[src/rtl/cache_nway_pkg.sv]
// Shared types for the N-way line cache: address/line widths and controller states.
package cache_nway_pkg;

   typedef logic [15:0]  lc3b_word;
   typedef logic [127:0] lc3b_memband;

   typedef enum logic [1:0] {
      CHECK,
      WRITEBACK,
      ALLOCATE
   } lc3b_cache_state;

   function automatic lc3b_word line_addr(input lc3b_word a);
      return a & 16'hFFF0;
   endfunction

endpackage

[src/rtl/cache_nway_plru.sv]
// Tree pseudo-LRU for one set: victim walk over the current bits and the bit
// update for an access to i_way.
module plru_tree #(
   parameter  int WAYS  = 2,
   localparam int WAY_W = $clog2(WAYS)
) (
   input  logic [WAYS-2:0]  i_bits,
   input  logic [WAY_W-1:0] i_way,
   output logic [WAY_W-1:0] o_victim,
   output logic [WAYS-2:0]  o_next_bits
);

   logic [7:0]  w_pad_bits;
   logic [31:0] w_way32;
   logic        w_v2;
   logic        w_v1;
   logic        w_v0;

   // Walk an 8-way tree; narrower trees take the top WAY_W bits of the path.
   assign w_pad_bits = 8'(i_bits);
   assign w_v2       = w_pad_bits[0];
   assign w_v1       = w_v2 ? w_pad_bits[2] : w_pad_bits[1];
   assign w_v0       = w_pad_bits[{1'b0, w_v2, w_v1} + 3'd3];
   assign o_victim   = WAY_W'({w_v2, w_v1, w_v0} >> (3 - WAY_W));

   assign w_way32 = 32'(i_way);

   for (genvar n = 0; n < WAYS - 1; n++) begin : g_node
      localparam int          D = $clog2(n + 2) - 1;
      localparam int unsigned P = n + 1 - (1 << D);
      assign o_next_bits[n] = ((w_way32 >> (WAY_W - D)) == P) ? ~i_way[WAY_W-1-D] : i_bits[n];
   end

endmodule

[src/rtl/cache_nway.sv]
// N-way set-associative write-back, write-allocate line cache with its
// controller FSM between a line requester and physical memory.
//
// state     | meaning
// CHECK     | lookup; hits complete here, misses pick a victim
// WRITEBACK | dirty victim being written to pmem
// ALLOCATE  | fill line being read from pmem into the victim way
module cache_nway
   import cache_nway_pkg::*;
#(
   parameter int WAYS      = 2,
   parameter int SETS_LOG2 = 3
) (
   input  logic         clk,
   input  logic         reset,
   input  logic         mem_read,
   input  logic         mem_write,
   input  logic [15:0]  mem_address,
   input  logic [127:0] mem_wdata,
   output logic [127:0] mem_rdata,
   output logic         mem_resp,
   output logic         pmem_read,
   output logic         pmem_write,
   output logic [15:0]  pmem_address,
   output logic [127:0] pmem_wdata,
   input  logic [127:0] pmem_rdata,
   input  logic         pmem_resp
);

   localparam int SETS  = 1 << SETS_LOG2;
   localparam int TAG_W = 12 - SETS_LOG2;
   localparam int WAY_W = $clog2(WAYS);

   lc3b_cache_state   r_state;
   logic [WAYS-1:0]   r_valid [SETS];
   logic [WAYS-1:0]   r_dirty [SETS];
   logic [WAYS-2:0]   r_plru  [SETS];
   logic [WAY_W-1:0]  r_victim;

   logic [SETS_LOG2-1:0] w_index;
   logic [TAG_W-1:0]     w_tag;
   logic [TAG_W-1:0]     w_way_tag  [WAYS];
   lc3b_memband          w_way_data [WAYS];
   logic [WAYS-1:0]      w_hit_vec;
   logic [WAYS-1:0]      w_set_valid;
   logic [WAYS-1:0]      w_set_dirty;
   logic                 w_req;
   logic                 w_hit;
   logic                 w_hit_wr;
   logic                 w_fill;
   logic [WAY_W-1:0]     w_hit_way;
   logic [WAY_W-1:0]     w_victim;
   logic [WAY_W-1:0]     w_plru_victim;
   logic [WAYS-2:0]      w_plru_next;

   assign w_index     = mem_address[4+SETS_LOG2-1:4];
   assign w_tag       = mem_address[15:4+SETS_LOG2];
   assign w_set_valid = r_valid[w_index];
   assign w_set_dirty = r_dirty[w_index];
   assign w_req       = mem_read | mem_write;
   assign w_hit       = |w_hit_vec;
   assign w_hit_wr    = (r_state == CHECK) & mem_write & w_hit;
   assign w_fill      = (r_state == ALLOCATE) & pmem_resp;

   // Tag and data storage carry no reset; valid bits gate every use.
   for (genvar g = 0; g < WAYS; g++) begin : g_way
      logic [TAG_W-1:0] r_tag  [SETS];
      lc3b_memband      r_data [SETS];

      always_ff @(posedge clk) begin
         if (w_fill && (r_victim == WAY_W'(g))) begin
            r_tag[w_index]  <= w_tag;
            r_data[w_index] <= pmem_rdata;
         end else if (w_hit_wr && (w_hit_way == WAY_W'(g))) begin
            r_data[w_index] <= mem_wdata;
         end
      end

      assign w_way_tag[g]  = r_tag[w_index];
      assign w_way_data[g] = r_data[w_index];
      assign w_hit_vec[g]  = w_set_valid[g] && (r_tag[w_index] == w_tag);
   end

   always_comb begin
      w_hit_way = '0;
      w_victim  = w_plru_victim;
      for (int i = WAYS - 1; i >= 0; i--) begin
         if (w_hit_vec[i]) w_hit_way = WAY_W'(i);
         if (!w_set_valid[i]) w_victim = WAY_W'(i);
      end
   end

   plru_tree #(.WAYS(WAYS)) u_plru (
      .i_bits      (r_plru[w_index]),
      .i_way       (w_hit_way),
      .o_victim    (w_plru_victim),
      .o_next_bits (w_plru_next)
   );

   assign mem_resp  = (r_state == CHECK) & w_req & w_hit;
   assign mem_rdata = w_way_data[w_hit_way];

   always_ff @(posedge clk or posedge reset) begin
      if (reset) begin
         r_state      <= CHECK;
         r_victim     <= '0;
         pmem_read    <= 1'b0;
         pmem_write   <= 1'b0;
         pmem_address <= '0;
         pmem_wdata   <= '0;
         for (int s = 0; s < SETS; s++) begin
            r_valid[s] <= '0;
            r_dirty[s] <= '0;
            r_plru[s]  <= '0;
         end
      end else begin
         case (r_state)
            CHECK: begin
               if (w_req) begin
                  if (w_hit) begin
                     r_plru[w_index] <= w_plru_next;
                     if (mem_write) r_dirty[w_index][w_hit_way] <= 1'b1;
                  end else begin
                     r_victim <= w_victim;
                     if (w_set_valid[w_victim] && w_set_dirty[w_victim]) begin
                        r_state      <= WRITEBACK;
                        pmem_write   <= 1'b1;
                        pmem_address <= {w_way_tag[w_victim], w_index, 4'h0};
                        pmem_wdata   <= w_way_data[w_victim];
                     end else begin
                        r_state      <= ALLOCATE;
                        pmem_read    <= 1'b1;
                        pmem_address <= line_addr(mem_address);
                     end
                  end
               end
            end
            WRITEBACK: begin
               if (pmem_resp) begin
                  r_state      <= ALLOCATE;
                  pmem_write   <= 1'b0;
                  pmem_read    <= 1'b1;
                  pmem_address <= line_addr(mem_address);
               end
            end
            ALLOCATE: begin
               // The retry in CHECK hits and performs the PLRU update and any write.
               if (pmem_resp) begin
                  r_state                     <= CHECK;
                  pmem_read                   <= 1'b0;
                  r_valid[w_index][r_victim]  <= 1'b1;
                  r_dirty[w_index][r_victim]  <= 1'b0;
               end
            end
            default: r_state <= CHECK;
         endcase
      end
   end

endmodule

[config.mk]
export PLATFORM = sky130hd
export DESIGN_NAME = cache_nway
export DESIGN_NICKNAME = d
export VERILOG_FILES = /design/src/rtl/cache_nway_pkg.sv /design/src/rtl/cache_nway_plru.sv /design/src/rtl/cache_nway.sv
export SDC_FILE = /design/constraint.sdc
export NUM_CORES = 2
export LEC_CHECK = 0
export CORE_ASPECT_RATIO = 1.5
export CORE_MARGIN = 5
export CORE_UTILIZATION = 30
export DETAILED_ROUTE_END_ITERATION = 10
export SLEW_MARGIN = 20
export SYNTH_ARGS = -nofsm -noshare
export SYNTH_HDL_FRONTEND = slang
export SYNTH_SLANG_ARGS = --single-unit
[constraint.sdc]
create_clock -name clk -period 10.9 [get_ports clk]
set_input_delay 3.27 -clock clk [delete_from_list [all_inputs] [get_ports clk]]
set_output_delay 3.27 -clock clk [all_outputs]
set_load 0.01 [all_outputs]
==> flow_summary.yaml <==
placed_design:
  detailed_place_hpwl_mm: 162
  io_buffer_count: 543
  gp_congestion: 0.774
synth:
  synth-compound-area-share_pct: 10.9
  synthMuxAreaShare_pct: 6.55
  netlist_top_cells_area: "sky130_fd_sc_hd__edfxtp_1, sky130_fd_sc_hd__a22oi_1, sky130_fd_sc_hd__dfrtp_1"
  post_synth_inst_count: 5290
  synth_area_mm2: 0.0916
  netlist-cell-type-count: 59
  synth_enable_flop_cells: 2192
  synthAdderAreaFrac_pct: 0
  synthDominantCellAreaShare_pct: 71.9
  synthXorXnorAreaFrac_pct: 0.134
  synth_top_family_by_area: "compound AO/OA/AOI/OAI gates"
  synth_ff_type: "sky130_fd_sc_hd__edfxtp_1"
  synth_top_area_cell: "sky130_fd_sc_hd__edfxtp_1"
  yosys_register_bits: 2377
  synth_sequential_area_ratio_pct: 76.9
  synthArstFlopShare_pct: 7.78
  synth_simple_gate_area_share_pct: 3.57
  syn_area_per_cell_um2: 17.3
  yosys_warnings: 0
critical_path:
  cpMostUsedCell: "sky130_fd_sc_hd__buf_12"
  worst-setup-path-type: "in -> out"
  path_cells: "buf_2 > buf_12 > and2_0 > a22oi_1 > a21o_1 > a2111oi_0 > buf_4 > o2111a_1 > a211oi_4 > buf_12 > buf_12 > buf_12 > buf_4 > nor2_1 > a21oi_1 > clkdlybuf4s50_1"
  slowest_cell_on_the_critical_path: "sky130_fd_sc_hd__a2111oi_0"
  cp-start-kind: "input pin"
  worst_path_largest_cell_delay_ns: 0.60
  critical_path.n_buffers_inverters: 8
  r2r-start: "g_way[0].r_tag[6][6]$_DFFE_PP_"
  cp_data_required_time_ns: 7.63
  type_of_element_capturing_the_critical_path: "primary output"
  crit_fanout: 33
  timing.critical_path.max_delay_family: "buffers and inverters"
  worst_r2r_path_depth: 11
  worst-r2r-setup-slack_ns: 6.05
  critical_path_arrival_ns: 7.39
  timing.rr.end: "g_way[1].r_data[1][55]$_DFFE_PP_"
min_path:
  min_to: "r_valid[3]$_DFFE_PP0P_"
  hp-start: "r_valid[3]$_DFFE_PP0P_"
  hold_path_depth: 1
  worstHoldPathType: "reg -> reg"
global_route:
  largest_net_degree_at_the_start_of_global_routing: 119
  groute.usage.overall_pct: 16.9
  grt_antenna_before_repair: 15
  grt_first_pass_wirelength_mm: 393
  number_of_global_route_vias_before_repair: 54400
  overflow: 0
timing:
  rsz_0062_raised_after_global_routing: "no"
  clock.fmax_ghz: 0.0938
  final-max-slew-violation-count: 0
  layout_worst_path_cycle_share_pct: 97.8
  worst_pin_slew_ns: 1.07
  fin_setup_tns_ns: 0
  final.min_clock_period_ns: 10.66
  timing.slew.headroom_pct: 28.5
  timing.final.setup_violations: 0
  clock_skew_ns: 0.0617
  hold_viol_final: 0
cts:
  clk_latency_ns: 0.88
  cts_hold_buffers: 0
  cts_post_setup_buffers_inserted: 0
  cts_tree: "yes"
  clkSinkCount: 2377
  clkTransAtPathRegs_ns: 0.06
  max-clock-path-buffers: 4
  cts_repair_resize_count: 0
  clock-root-buffer: "sky130_fd_sc_hd__clkbuf_16"
  cts_htree_levels: 4
  number_of_buffers_created_by_cts: 225
floorplan:
  dieHeight_um: 687
  placeableCoreArea_mm2: 0.304
  chipWidth_um: 461
  ios: 552
  initial_core_utilization_pct: 30.1
  placement_rows: 248
  design.die.area_mm2: 0.317
cells_and_area:
  layout-drive-gt1-share_pct: 16.6
  fin_util_pct: 36.3
  fin_nets: 6181
  final.fill_count: 28300
  area.growth.synth_to_final_pct: 20.6
  sequential_area_mm2: 0.0705
  multi_input_area_mm2: 0.0196
routing:
  num_vias: 52900
  wl_per_cell_um: 27.3
  ant_nets: 0
  dr.first_iter.drc_count: 4954
  route.detailed.vias_per_inst: 5.24
  firstDrtPassIters: 5
  routed_wirelength_mm: 276
  route.detailed.drc: 0
pwr:
  power.ir.vdd_worst_mv: 0.151
  power.density_cell_area_mw_per_mm2: 193
  leakage_nw: 35.8
status:
  outcome: "completed"
job:
  timing.max_cap.violations: 0
==> state kept, by name (all words and copies together), names as in the netlist <==
register	cells
g_way.r_data	2048
g_way.r_tag	144
pmem_wdata	128
r_dirty	16
r_valid	16
pmem_address	12
r_plru	8
r_state	2
pmem_read	1
pmem_write	1
r_victim	1
==> cells in the mapped netlist (22+ instances only) <==
cell                       instances
sky130_fd_sc_hd__o21ai_0          22
sky130_fd_sc_hd__a22oi_1         781
sky130_fd_sc_hd__mux2_4          120
sky130_fd_sc_hd__a22o_1          139
sky130_fd_sc_hd__and3_1          131
sky130_fd_sc_hd__nand2_1          32
sky130_fd_sc_hd__nor2_1          291
sky130_fd_sc_hd__dfrtp_1         185
sky130_fd_sc_hd__buf_2            63
sky130_fd_sc_hd__nand4_1         131
sky130_fd_sc_hd__clkbuf_1        243
sky130_fd_sc_hd__a21oi_1         263
sky130_fd_sc_hd__buf_1            23
sky130_fd_sc_hd__edfxtp_1       2192
sky130_fd_sc_hd__a221oi_1        132
sky130_fd_sc_hd__mux2_2          281
sky130_fd_sc_hd__mux2i_1          53
sky130_fd_sc_hd__buf_4            23
==> cells in the final DEF, fill, tap and decap left out, types with 132 or more instances in the layout <==
| cell type | n |
|---|---|
| sky130_fd_sc_hd__edfxtp_1 | 2192 |
| sky130_fd_sc_hd__clkbuf_16 | 226 |
| sky130_fd_sc_hd__a221oi_1 | 132 |
| sky130_fd_sc_hd__buf_4 | 137 |
| sky130_fd_sc_hd__nor2_1 | 275 |
| sky130_fd_sc_hd__a22oi_1 | 781 |
| sky130_fd_sc_hd__mux2_2 | 281 |
| sky130_fd_sc_hd__a22o_1 | 139 |
| sky130_fd_sc_hd__a21oi_1 | 262 |
| sky130_fd_sc_hd__clkdlybuf4s50_1 | 540 |
| sky130_fd_sc_hd__dfrtp_1 | 185 |
==> how the worst max path moves through the flow <==
stage,from,to,slack [ns],cells after the start
floorplan,mem_address[4],g_way[1].r_data[0][0]$_DFFE_PP_,-0.78,14
global placement,mem_address[4],mem_rdata[54],0.18,14
detailed placement,mem_address[4],mem_rdata[54],0.20,14
CTS,mem_address[4],mem_rdata[54],0.19,14
global route,mem_address[4],mem_rdata[90],0.11,16
finish,mem_address[4],mem_rdata[90],0.24,16
==> stage by stage <==
stage          hold slack, ns  total power, W  worst slack, ns  cell area, um2  cells
6_report                0.463          0.0213            0.242          110000  10100
5_1_grt                 0.476          0.0220            0.110          110000  10100
4_1_cts                 0.465          0.0215            0.190          110000  10100
3_5_place_dp            0.449          0.0136            0.201          103000   9677
3_3_place_gp            0.445          0.0136            0.175          103000   9677
2_1_floorplan           0.429          0.0122           -0.777           91600   5293
==> worst register-to-register path: stages, from the launching register on <==
cell and delay [ns]:
sky130_fd_sc_hd__edfxtp_1 0.33, sky130_fd_sc_hd__mux2i_1 0.06, sky130_fd_sc_hd__mux4_2 0.52, sky130_fd_sc_hd__xnor2_1 0.18, sky130_fd_sc_hd__a2111oi_0 0.61, sky130_fd_sc_hd__buf_4 0.21
sky130_fd_sc_hd__o2111a_1 0.25, sky130_fd_sc_hd__buf_4 0.16, sky130_fd_sc_hd__a2111o_2 0.16, sky130_fd_sc_hd__buf_4 0.64, sky130_fd_sc_hd__buf_4 0.91, sky130_fd_sc_hd__mux2_4 0.52
==> cell families after synthesis <==
kind of cell	count (synthesis)
simple gates	648
other cells	1
xor+xnor	14
buf+inv	389
compound gates	1380
mux	481
flops	2377
==> metal layers <==
layer | GRT usage [%] | share of wire, % | vias up
met1 | 21.3 | 40 | 27800
met4 | 5.22 | 3.1 | 8
met5 | 0 | 0.017 | -
met3 | 1.98 | 5.3 | 387
met2 | 30.1 | 51 | 1958
li1 | - | - | 22800
==> report_power, final <==
group | switching (W) | total [W] | internal (W)
combinational | 0.00157 | 0.00276 | 0.00119
sequential | 0.000198 | 0.0106 | 0.0104
clock | 0.00341 | 0.00789 | 0.00448
==> cell type report <==
class	instances	area share, %
flip-flops and latches	2377	63.8
multi-input cells	2527	17.8
repair buffers	752	7.14
clock buffers	276	5.38
well taps	4000	4.53
clock inverters	136	1.32
inverters	21	0.0782
diodes	6	0.0136
No activity file was read; power rests on OpenSTA's default activity.
